[src/rtl/unified_mem_arbiter_pkg.sv]
// unified_mem_arbiter_pkg: shared FSM state type and default timeout for the unified memory arbiter.
package unified_mem_arbiter_pkg;
  typedef enum logic [1:0] {IDLE, BUSY_D, BUSY_I} arb_state_t;
  localparam int ARB_MAX_WAIT = 255;
endpackage

[src/rtl/mem_wait_timer.sv]
// mem_wait_timer: saturating wait-cycle counter; hit_o flags the edge on which it reaches MAX_WAIT.
module mem_wait_timer #(
  parameter int MAX_WAIT = 255
) (
  input  logic clk_i,
  input  logic rst_ni,
  input  logic clr_i,
  input  logic en_i,
  output logic hit_o
);
  localparam int W = $clog2(MAX_WAIT + 1);
  logic [W-1:0] cnt_q, cnt_d;
  always_comb cnt_d = clr_i ? '0 : (en_i && cnt_q != W'(MAX_WAIT)) ? cnt_q + 1'b1 : cnt_q;
  // Compare the next value so the error register sets on the same edge the count arrives.
  assign hit_o = cnt_d == W'(MAX_WAIT);
  always_ff @(posedge clk_i or negedge rst_ni)
    if (!rst_ni) cnt_q <= '0;
    else cnt_q <= cnt_d;
endmodule

[src/rtl/unified_mem_arbiter.sv]
// unified_mem_arbiter: serialises data and fetch accesses onto one memory port, data first,
// stalling the pipeline until every request of the current pipeline cycle has completed.
module unified_mem_arbiter
  import unified_mem_arbiter_pkg::*;
#(
  parameter int ADDR_W   = 32,
  parameter int DATA_W   = 32,
  parameter int MAX_WAIT = ARB_MAX_WAIT
) (
  input  logic              clk_i,
  input  logic              rst_ni,
  input  logic              if_req_i,
  input  logic [ADDR_W-1:0] if_addr_i,
  output logic [DATA_W-1:0] if_rdata_o,
  input  logic              dm_req_i,
  input  logic              dm_we_i,
  input  logic [ADDR_W-1:0] dm_addr_i,
  input  logic [DATA_W-1:0] dm_wdata_i,
  output logic [DATA_W-1:0] dm_rdata_o,
  output logic              stall_o,
  output logic              mem_req_o,
  output logic              mem_we_o,
  output logic [ADDR_W-1:0] mem_addr_o,
  output logic [DATA_W-1:0] mem_wdata_o,
  input  logic [DATA_W-1:0] mem_rdata_i,
  input  logic              mem_ready_i,
  output logic              timeout_err_o
);
  arb_state_t        state_q;
  logic              if_done_q, dm_done_q, mem_req_q, mem_we_q, timeout_q;
  logic [ADDR_W-1:0] mem_addr_q;
  logic [DATA_W-1:0] mem_wdata_q, if_rdata_q, dm_rdata_q;
  logic              dm_pend, if_pend, busy, at_max;
  assign dm_pend = dm_req_i & ~dm_done_q;
  assign if_pend = if_req_i & ~if_done_q;
  assign busy    = state_q != IDLE;
  assign stall_o       = dm_pend | if_pend;
  assign mem_req_o     = mem_req_q;
  assign mem_we_o      = mem_we_q;
  assign mem_addr_o    = mem_addr_q;
  assign mem_wdata_o   = mem_wdata_q;
  assign if_rdata_o    = if_rdata_q;
  assign dm_rdata_o    = dm_rdata_q;
  assign timeout_err_o = timeout_q;
  mem_wait_timer #(.MAX_WAIT(MAX_WAIT)) u_timer (
    .clk_i (clk_i),
    .rst_ni(rst_ni),
    .clr_i (~busy | mem_ready_i),
    .en_i  (busy & ~mem_ready_i),
    .hit_o (at_max)
  );
  always_ff @(posedge clk_i or negedge rst_ni)
    if (!rst_ni) begin
      state_q     <= IDLE;
      if_done_q   <= 1'b0;
      dm_done_q   <= 1'b0;
      mem_req_q   <= 1'b0;
      mem_we_q    <= 1'b0;
      mem_addr_q  <= '0;
      mem_wdata_q <= '0;
      if_rdata_q  <= '0;
      dm_rdata_q  <= '0;
      timeout_q   <= 1'b0;
    end else begin
      timeout_q <= timeout_q | at_max;
      // Pipeline advances on this edge: start a fresh pipeline cycle.
      if (!stall_o) begin
        if_done_q <= 1'b0;
        dm_done_q <= 1'b0;
      end
      case (state_q)
        IDLE:
          if (dm_pend) begin
            state_q     <= BUSY_D;
            mem_req_q   <= 1'b1;
            mem_we_q    <= dm_we_i;
            mem_addr_q  <= dm_addr_i;
            mem_wdata_q <= dm_wdata_i;
          end else if (if_pend) begin
            state_q    <= BUSY_I;
            mem_req_q  <= 1'b1;
            mem_we_q   <= 1'b0;
            mem_addr_q <= if_addr_i;
          end
        BUSY_D:
          if (mem_ready_i) begin
            // A flushed requester still completes, but its result is dropped.
            if (dm_req_i) begin
              dm_done_q <= 1'b1;
              if (!mem_we_q) dm_rdata_q <= mem_rdata_i;
            end
            mem_we_q <= 1'b0;
            if (if_pend) begin
              state_q    <= BUSY_I;
              mem_addr_q <= if_addr_i;
            end else begin
              state_q   <= IDLE;
              mem_req_q <= 1'b0;
            end
          end
        BUSY_I:
          if (mem_ready_i) begin
            if (if_req_i) begin
              if_done_q  <= 1'b1;
              if_rdata_q <= mem_rdata_i;
            end
            state_q   <= IDLE;
            mem_req_q <= 1'b0;
          end
        default: state_q <= IDLE;
      endcase
    end
endmodule

[config.mk]
export PLATFORM = sky130hd
export DESIGN_NAME = unified_mem_arbiter
export DESIGN_NICKNAME = d
export VERILOG_FILES = /design/src/rtl/unified_mem_arbiter_pkg.sv /design/src/rtl/mem_wait_timer.sv /design/src/rtl/unified_mem_arbiter.sv
export SDC_FILE = /design/constraint.sdc
export NUM_CORES = 1
export LEC_CHECK = 0
export CAP_MARGIN = 5
export CORE_ASPECT_RATIO = 2
export CORE_UTILIZATION = 37
export CTS_BUF_LIST = sky130_fd_sc_hd__clkbuf_16
export CTS_CLUSTER_DIAMETER = 200
export DETAILED_ROUTE_END_ITERATION = 10
export PLACE_DENSITY = 0.74
export SLEW_MARGIN = 40
export SYNTH_ARGS = -nofsm -noshare
export SYNTH_HDL_FRONTEND = slang
export SYNTH_SLANG_ARGS = --single-unit
[constraint.sdc]
create_clock -name clk_i -period 1.8 [get_ports clk_i]
set_input_delay 0.27 -clock clk_i [delete_from_list [all_inputs] [get_ports clk_i]]
set_output_delay 0.27 -clock clk_i [all_outputs]
set_load 0.01 [all_outputs]
# Word-level counts from Yosys, hierarchy flattened
# Index checks and enable logic that the tools add are counted.
[totals]
reg_bits = 143
output_inout_bits = 132
elab_cells = 72
[classes]
bitwise_logic = 11
reduce_logical = 12
n_eq_ne = 8
add_sub_neg = 1
muxes = 29
[op_table]
columns = ["operator", "n"]
rows = [
  ["$mux 32", 3],
  ["$pmux 32 s2", 1],
  ["$mux 8", 2],
  ["$mux 1", 15],
  ["$mux 2", 5],
  ["$reduce_and 3->1", 3],
  ["$add 8x1->8 const B", 1],
  ["$eq 8x8->1 const B", 1],
  ["$ne 8x8->1 const B", 1],
  ["$ne 2x2->1 const B", 3],
  ["$pmux 2 s3", 1],
  ["$not 1->1", 5],
  ["$reduce_and 5->1", 1],
  ["$reduce_and 2->1", 2],
  ["$reduce_and 4->1", 1],
  ["$reduce_bool 2->1", 2],
  ["$and 1x1->1", 3],
  ["$ne 3x3->1 const B", 1],
  ["$or 1x1->1", 3],
  ["$pmux 1 s3", 1],
  ["$reduce_bool 3->1", 1],
  ["$eq 2x1->1 const B", 1],
  ["$eq 2x2->1 const B", 1],
  ["$logic_not 2->1", 1],
  ["2 further kinds", 2],
]

# Longest topological paths before layout
# Gate-level depths: netlist of run 1.
[depth]
word_depth = 7
depth_mapped = 9
ltp_nobuf = 6

# By module
# From an unflattened synthesis of run 1, not the netlist that was laid out.
[hier_totals]
hier_cells = 440
area_unflattened_um2 = 5846.9
[by_module_without_submodules]
columns = ["module", "cells_per_inst", "area_each_um2", "n_inst", "seq_area_each_um2"]
rows = [
  ["unified_mem_arbiter", 389, 5336.4, 1, 3378.2],
  ["mem_wait_timer", 51, 510.5, 1, 200.2],
]

# Worst setup path after synthesis of run 1
# Ideal clock, no wire load.
[synth_timing]
path_kind = "flip-flop to flip-flop"
from = "reg state_q[0]"
to = "reg timeout_q, in the netlist timeout_err_o"
arrival_time_ns = 1.806
slack_ns = -0.073
period_less_slack_ns = 1.873
stages_incl_launch_ff = 8
t_required_ns = 1.734
setup_ns = 0.066
cell_sequence = "dfrtp_1 > inv_1 > ha_1 > or2_1 > buf_6 > or3b_1 > nor4b_1 > a41o_1"
[synth_between]
elab_chain_cells = 7
elab_cells_between_ends = 9
classes_between = "eq/ne: 1; mux: 2; bitwise: 4; reduce/logical: 2"
[synth_rtl]
columns = ["item", "line_no", "text"]
rows = [
  ["start, declared", "unified_mem_arbiter.sv:29", "arb_state_t state_q;"],
  ["start signal, assigned", "unified_mem_arbiter.sv:54", "state_q <= IDLE;"],
  ["start signal, assigned", "unified_mem_arbiter.sv:74", "state_q <= BUSY_D;"],
  ["start signal, assigned", "unified_mem_arbiter.sv:80", "state_q <= BUSY_I;"],
  ["$reduce_bool 2->1 (*)", "unified_mem_arbiter.sv:36", "assign busy = state_q != IDLE;"],
  ["$and 1x1->1", "unified_mem_arbiter.sv:49", ".en_i (busy & ~mem_ready_i),"],
  ["$logic_and 1x1->1", "mem_wait_timer.sv:13", "always_comb cnt_d = clr_i ? '0 : (en_i && cnt_q != W'(MAX_WAIT)) ? cnt_q + 1'b1 : cnt_q;"],
  ["$mux 8", "mem_wait_timer.sv:13", ""],
  ["$mux 8 (*)", "mem_wait_timer.sv:13", ""],
  ["$eq 8x8->1 (*)", "mem_wait_timer.sv:15", "assign hit_o = cnt_d == W'(MAX_WAIT);"],
  ["$or 1x1->1 (*)", "unified_mem_arbiter.sv:65", "timeout_q <= timeout_q | at_max;"],
  ["end signal, assigned", "unified_mem_arbiter.sv:65", ""],
  ["end, declared", "unified_mem_arbiter.sv:30", "logic if_done_q, dm_done_q, mem_req_q, mem_we_q, timeout_q;"],
]
# Every way passes the cells marked *; elsewhere a longest branch is shown, timed or not.
# A chain may end at the register's enable or synchronous reset.

# Worst setup path in the final report of run 1
# Same ends and word-level chain as after synthesis.

==> impl_results.rst, run 1 <==
.. list-table::
   :header-rows: 1

   * - Metric
     - Value
   * - Status
     - finished clean
   * - Total grt overflow
     - 0
   * - Final count of negative-setup-slack endpoints
     - 0
   * - Critical path class
     - flop to flop
   * - Capturing element type of the critical path
     - flop
   * - Maximum Capacitance Violations
     - 0
   * - Setup repair after global routing missed its margin
     - yes
   * - Post-synth top area share
     - 0.621
   * - Total global routing track utilization
     - 0.217
   * - Placed wire-length estimate after detailed placement
     - 12500 microns
   * - Max rail drop VDD
     - 0.000964 V
   * - DP Cell Count
     - 899
   * - Level count of the clock H-tree
     - 4
   * - PwrDens
     - 1750 nW/um^2
   * - Vertical die dimension
     - 178 microns
   * - Maximum number of pins on one net before global-route repair
     - 46
   * - Cells on worst reg2reg path
     - 6
   * - Achievable clock frequency
     - 568 MHz
   * - Sequential area share after synthesis
     - 0.621
   * - Synthesized net count
     - 575
   * - Syn Inst Count
     - 436
   * - Clk_skew
     - 0.00777 ns
   * - DRC errors left
     - 0
   * - Number of iterations in the first detailed-routing pass
     - 4
   * - Warnings from Yosys
     - 0
   * - Net count, final
     - 864
   * - Row Count
     - 64
   * - Synth top area cells
     - dfrtp_1 (62%), mux2_2 (19%), o22ai_1 (3.5%), a21oi_1 (3.0%), nor2_1 (2.7%)
   * - Root cell of the clock tree
     - clkbuf_16
   * - ANT cells
     - 0
   * - Total I/O pin count
     - 266
   * - CP Cell Sequence
     - inv_1 > ha_2 > or2_1 > or3b_1 > nor4b_2 > a41o_1
   * - Final Hold Viols
     - 0
   * - Arrival time at the worst endpoint
     - 2.11 ns
   * - Starting density of the core
     - 0.379
   * - Crit path buf inv count
     - 1
   * - Final critical-path share of the clock period
     - 0.977
   * - Clock slew at the register clock pins of the worst setup and hold paths
     - 0.06 ns
   * - Slew at the pin closest to its max-slew limit
     - 0.455 ns
   * - Core footprint
     - 15200 sq um
   * - Average wire per cell in the routed design
     - 18.3 microns
   * - Final Core Density
     - 0.631
   * - Yosys reg bits
     - 143
   * - Last weighted congestion value of the routability-driven placer
     - 0.850
   * - Die boundary width
     - 90.2 microns
   * - Via/cell ratio
     - 5.02
   * - Critical path depth
     - 6
   * - CTS Buffer Depth
     - 2
   * - Cts bufs inserted
     - 17
   * - Vias after detailed routing
     - 4702
   * - Distinct cell type count after synthesis
     - 40
   * - Die area
     - 16100 sq um
   * - Fraction of layout instances using a drive strength above 1
     - 0.229
   * - Cell type with the largest total area after synthesis
     - dfrtp_1
   * - Antenna violations before repair
     - 0
   * - Critical path launch point type
     - flop
   * - Number of pins with negative max-slew slack in the final report
     - 0
   * - Post-synthesis instance area
     - 5760 sq um
   * - Final non-filler cell total
     - 936
   * - Number of global-route vias before repair
     - 5177
   * - Data required, critical path
     - 2.15 ns
   * - Final critical delay including setup and external delays
     - 1.76 ns
   * - Detail Route Antenna Nets
     - 0
   * - Mapped Avg Cell Area
     - 13.2 sq um
   * - Biggest cell delay along the critical path
     - 0.38 ns
   * - Family with the most delay on the worst path
     - simple AND/OR/NAND/NOR gates
   * - First-pass GRT wire length
     - 26800 microns
   * - Cell at the slowest stage of the critical path
     - dfrtp_1
   * - Drt first-iter violations
     - 133
   * - Sum of routed wire length over all layers
     - 17100 microns
   * - Clk_lat worst skew
     - 0.41 ns
   * - CTS sink cnt
     - 143
   * - Normalized max-slew margin
     - 0.692
   * - Path class of the lowest-slack min-delay path
     - input pin to async pin
   * - Setup slack after layout
     - 0.0409 ns
   * - Final hold slack
     - 0.320 ns
   * - Total of buffers placed on input and output ports
     - 265
   * - Worst slack at placement
     - -0.171 ns
   * - Crit-path max FO
     - 4
   * - Clock tree from TritonCTS
     - built
   * - P_leak
     - 4.00 nW
   * - Layout-stage area growth over the synthesis result
     - 66.6%
   * - FILL cells
     - 1192
cell usage after synthesis (all sizes together):
library cell,n
and2,1
buf,10
a21oi,35
nand4,2
nor4,1
mux2,97
and3,2
o32a,1
and4,1
xnor2,1
a32o,1
a41o,1
nor2b,4
inv,6
ha,5
nor3b,1
clkbuf,15
dfrtp,143
nor2,41
nand2,5
a32oi,1
nand4b,1
a31oi,1
nand3,2
o21ai,5
nand3b,1
a211oi,1
mux2i,4
nand2b,2
o22ai,32
nor4b,2
xor2,1
nor3,5
or3b,2
or2,1
o41ai,1
a21boi,1
repair_timing:
action                                 CTS  global route
hold buffers                             1             0
pin swaps                                3             1
gates resized for setup                  5             7
setup endpoints to repair               10            34
cloned                                   2             0
setup buffers                            3             0
endpoints found under the hold margin   32             0
cells by family after synthesis:
| family | synth area share |
|---|---|
| muxes | 0.197 |
| and+or+nand+nor | 0.0619 |
| AOI/OAI and AO/OA | 0.0821 |
| buffers and inverters | 0.0243 |
| DFF | 0.621 |
| xor gates and xnor gates | 0.00304 |
| adders and majority gates | 0.0109 |
worst paths after layout:
check / startpoint / slack (ns) / end
worst min register to register: timeout_err_o / 0.48 / timeout_err_o
min in group clk_i: dm_we_i / 0.43 / mem_we_o
worst max register to register: state_q[0] / 0.04 / timeout_err_o
worst min-delay path: rst_ni / 0.32 / u_timer.cnt_q[3]
worst max-delay path: state_q[0] / 0.04 / timeout_err_o
max in group asynchronous: rst_ni / 0.82 / dm_rdata_o[20]
state kept, by name (all words and copies together), names as in the netlist:
register       count
dm_rdata_o        32
if_done_q          1
u_timer.cnt_q      8
mem_we_o           1
mem_wdata_o       32
dm_done_q          1
state_q            2
mem_addr_o        32
mem_req_o          1
timeout_err_o      1
if_rdata_o        32
through the flow:
stage	area (sq um)	power [mW]	TNS [ns]
after floorplan	5810	8.65	-0.0872
after global placement	8840	12.6	-1.57
after detailed placement	8840	12.9	-3.79
after CTS	9570	16.9	0
after global routing	9600	17.7	-0.181
final	9600	16.8	0
cells in the final DEF, fill, tap and decap left out, types with 2 or more instances in the layout:
cell type and n:
nor2_1 41, ha_1 2, ha_2 3, mux2i_1 3, o21ai_0 5, clkinvlp_4 5, buf_12 7, clkbuf_16 17
clkinv_2 3, a21oi_1 34, dfrtp_1 143, buf_4 17, nand4_1 2, nor2b_1 4, bufbuf_16 2, nand2_1 4
o22ai_2 2, clkdlybuf4s50_1 263, nor3_1 5, o22ai_1 30, inv_1 6, bufinv_16 4, and3_1 2, buf_6 4
mux2_2 96, nand2b_1 2
layer usage:
metal | track usage | up-vias | wire (microns)
li1 | - | 2137 | -
met4 | 0.135 | 0 | 804
met2 | 0.398 | 197 | 9470
met3 | 0.0554 | 51 | 917
met1 | 0.218 | 2317 | 5930
met5 | 0 | - | 0
area by class of cell:
type	instances	area [sq um]	share of cell area
sequential	143	3580	0.373
tap	198	248	0.0258
multi-input combinational	262	2100	0.219
inverter	6	22.5	0.00235
timing repair buffer	295	3030	0.316
clock buffer	17	425	0.0443
clock inverter	15	194	0.0202
where the power goes:
part | total (mW) | switching [mW] | internal, mW
combinational | 7.65 | 3.08 | 4.57
clock | 3.64 | 1.33 | 2.31
sequential | 5.54 | 0.806 | 4.73
Power figures use the tool's default switching activity.
==> run 2, diff against run 1 <==
Settings changed: CORE_UTILIZATION 37 to 41, PLACE_DENSITY 0.74 to 0.78.
Clock period 1.8 ns to 1.95 ns, I/O delays scaled along.
==> impl_results.rst, run 2 (synthesized netlist as in run 1, its figures left out) <==
.. list-table::
   :header-rows: 1

   * - Metric
     - Value
   * - Status
     - finished clean
   * - Vertical die dimension
     - 170 microns
   * - CP Cell Sequence
     - inv_1 > ha_1 > or2_1 > or3b_1 > nor4b_1 > a41o_1
   * - Normalized max-slew margin
     - 0.598
   * - Detail Route Antenna Nets
     - 0
   * - PwrDens
     - 1600 nW/um^2
   * - Clk_skew
     - 0.00938 ns
   * - Area after DPL
     - 8750 sq um
   * - Number of iterations in the first detailed-routing pass
     - 5
   * - Final critical delay including setup and external delays
     - 1.89 ns
   * - Number of pins with negative max-slew slack in the final report
     - 0
   * - Drt first-iter violations
     - 186
   * - Crit-path max FO
     - 4
   * - Critical path class
     - flop to flop
   * - Final count of negative-setup-slack endpoints
     - 0
   * - Setup slack after layout
     - 0.0576 ns
   * - Sum of routed wire length over all layers
     - 16800 microns
   * - First-pass GRT wire length
     - 26200 microns
   * - CTS sink cnt
     - 143
   * - Vias after detailed routing
     - 4628
   * - Cell at the slowest stage of the critical path
     - dfrtp_1
   * - Final hold slack
     - 0.375 ns
   * - Final Hold Viols
     - 0
   * - Data required, critical path
     - 2.29 ns
   * - Cts bufs inserted
     - 17
   * - Net count, final
     - 852
   * - Final critical-path share of the clock period
     - 0.970
   * - Total grt overflow
     - 0
   * - Critical path launch point type
     - flop
   * - Layout-stage area growth over the synthesis result
     - 62.5%
   * - Starting density of the core
     - 0.424
   * - Last weighted congestion value of the routability-driven placer
     - 0.861
   * - Clock slew at the register clock pins of the worst setup and hold paths
     - 0.06 ns
   * - P_leak
     - 3.92 nW
   * - Maximum Capacitance Violations
     - 0
   * - Row Count
     - 60
   * - Number of global-route vias before repair
     - 5144
   * - Die area
     - 14600 sq um
   * - ANT cells
     - 0
   * - Slew at the pin closest to its max-slew limit
     - 0.603 ns
   * - Biggest cell delay along the critical path
     - 0.39 ns
   * - DP Cell Count
     - 879
   * - Level count of the clock H-tree
     - 4
   * - Antenna violations before repair
     - 0
   * - Final Core Density
     - 0.689
   * - Average wire per cell in the routed design
     - 18.4 microns
   * - Die boundary width
     - 85.8 microns
   * - Final non-filler cell total
     - 912
   * - Root cell of the clock tree
     - clkbuf_16
   * - Crit path buf inv count
     - 1
   * - Achievable clock frequency
     - 528 MHz
   * - Total of buffers placed on input and output ports
     - 265
   * - Commonest non-fill, non-tap cell in the layout
     - clkdlybuf4s50_1
   * - Total global routing track utilization
     - 0.236
   * - Total design power
     - 15.0 mW
   * - Setup repair after global routing missed its margin
     - no
   * - Top library cells by usage in the layout, fill and taps aside
     - clkdlybuf4s50_1 (263), dfrtp_1 (143), mux2_2 (97)
   * - Total I/O pin count
     - 266
   * - Core footprint
     - 13600 sq um
   * - Max rail drop VDD
     - 0.00111 V
   * - Placed wire-length estimate after detailed placement
     - 12600 microns
   * - Path class of the lowest-slack min-delay path
     - input pin to async pin
   * - Via/cell ratio
     - 5.07
   * - Maximum number of pins on one net before global-route repair
     - 55
   * - CTS Buffer Depth
     - 2
   * - DRC errors left
     - 0
   * - Capturing element type of the critical path
     - flop
   * - Cell area after layout
     - 9360 sq um
   * - Clock tree from TritonCTS
     - built
   * - Family with the most delay on the worst path
     - simple AND/OR/NAND/NOR gates
   * - Fraction of layout instances using a drive strength above 1
     - 0.201
   * - Setup_tns
     - 0 ns
   * - Worst slack at placement
     - -0.00788 ns
   * - Arrival time at the worst endpoint
     - 2.23 ns
   * - Clk_lat worst skew
     - 0.41 ns
## run 2: cell count changes in the layout (fill, tap and decap cells not counted), moves of 2 or more
cell | previous run | this run
clkinvlp_4 | 5 | 3
clkinv_4 | 1 | 3
buf_6 | 4 | 1
o22ai_2 | 2 | 0
o22ai_1 | 30 | 32
inv_1 | 6 | 9
buf_4 | 17 | 10
ha_1 | 2 | 5
ha_2 | 3 | 0
clkinv_2 | 3 | 1
bufbuf_16 | 2 | 0
## run 2: layout make-up
| cell class | instances | area [sq um] |
|---|---|---|
| clock buffers | 17 | 425 |
| fillers | 998 | 4230 |
| multi-input cells | 262 | 2050 |
| well taps | 186 | 233 |
| clock inverters | 15 | 173 |
| inverters | 6 | 22.5 |
| flip-flops and latches | 143 | 3580 |
| repair buffers | 283 | 2880 |
## run 2: path summary, 6_finish.rpt
kind | startpoint | to | slack, ns | cells past startpoint
setup / recovery | state_q[0] | timeout_err_o | 0.06 | 6
hold / removal | rst_ni | dm_rdata_o[6] | 0.37 | 2
setup reg to reg | state_q[0] | timeout_err_o | 0.06 | 6
hold reg to reg | mem_wdata_o[12] | mem_wdata_o[12] | 0.50 | 1
max in group asynchronous | rst_ni | if_rdata_o[4] | 0.90 | 3
min in group clk_i | dm_we_i | mem_we_o | 0.48 | 3
## run 2: routing by layer
layer | vias up | share of wire | global-route usage
li1 | 2126 | - | -
met1 | 2280 | 0.33 | 0.236
met2 | 190 | 0.58 | 0.442
met3 | 32 | 0.058 | 0.0627
met4 | 0 | 0.029 | 0.112
met5 | - | 0 | 0
## run 2: timing repair
action | in CTS | in global routing
hold buffers | 1 | 0
setup endpoints to repair | 0 | 1
endpoints found under the hold margin | 42 | 0
resized for setup | 0 | 1
buffers inserted | 0 | 0
## run 2: power breakdown
group | internal, mW | switching, mW | leakage, nW
clock | 2.01 | 1.24 | 0.294
combinational | 3.91 | 2.72 | 1.92
sequential | 4.36 | 0.732 | 1.70
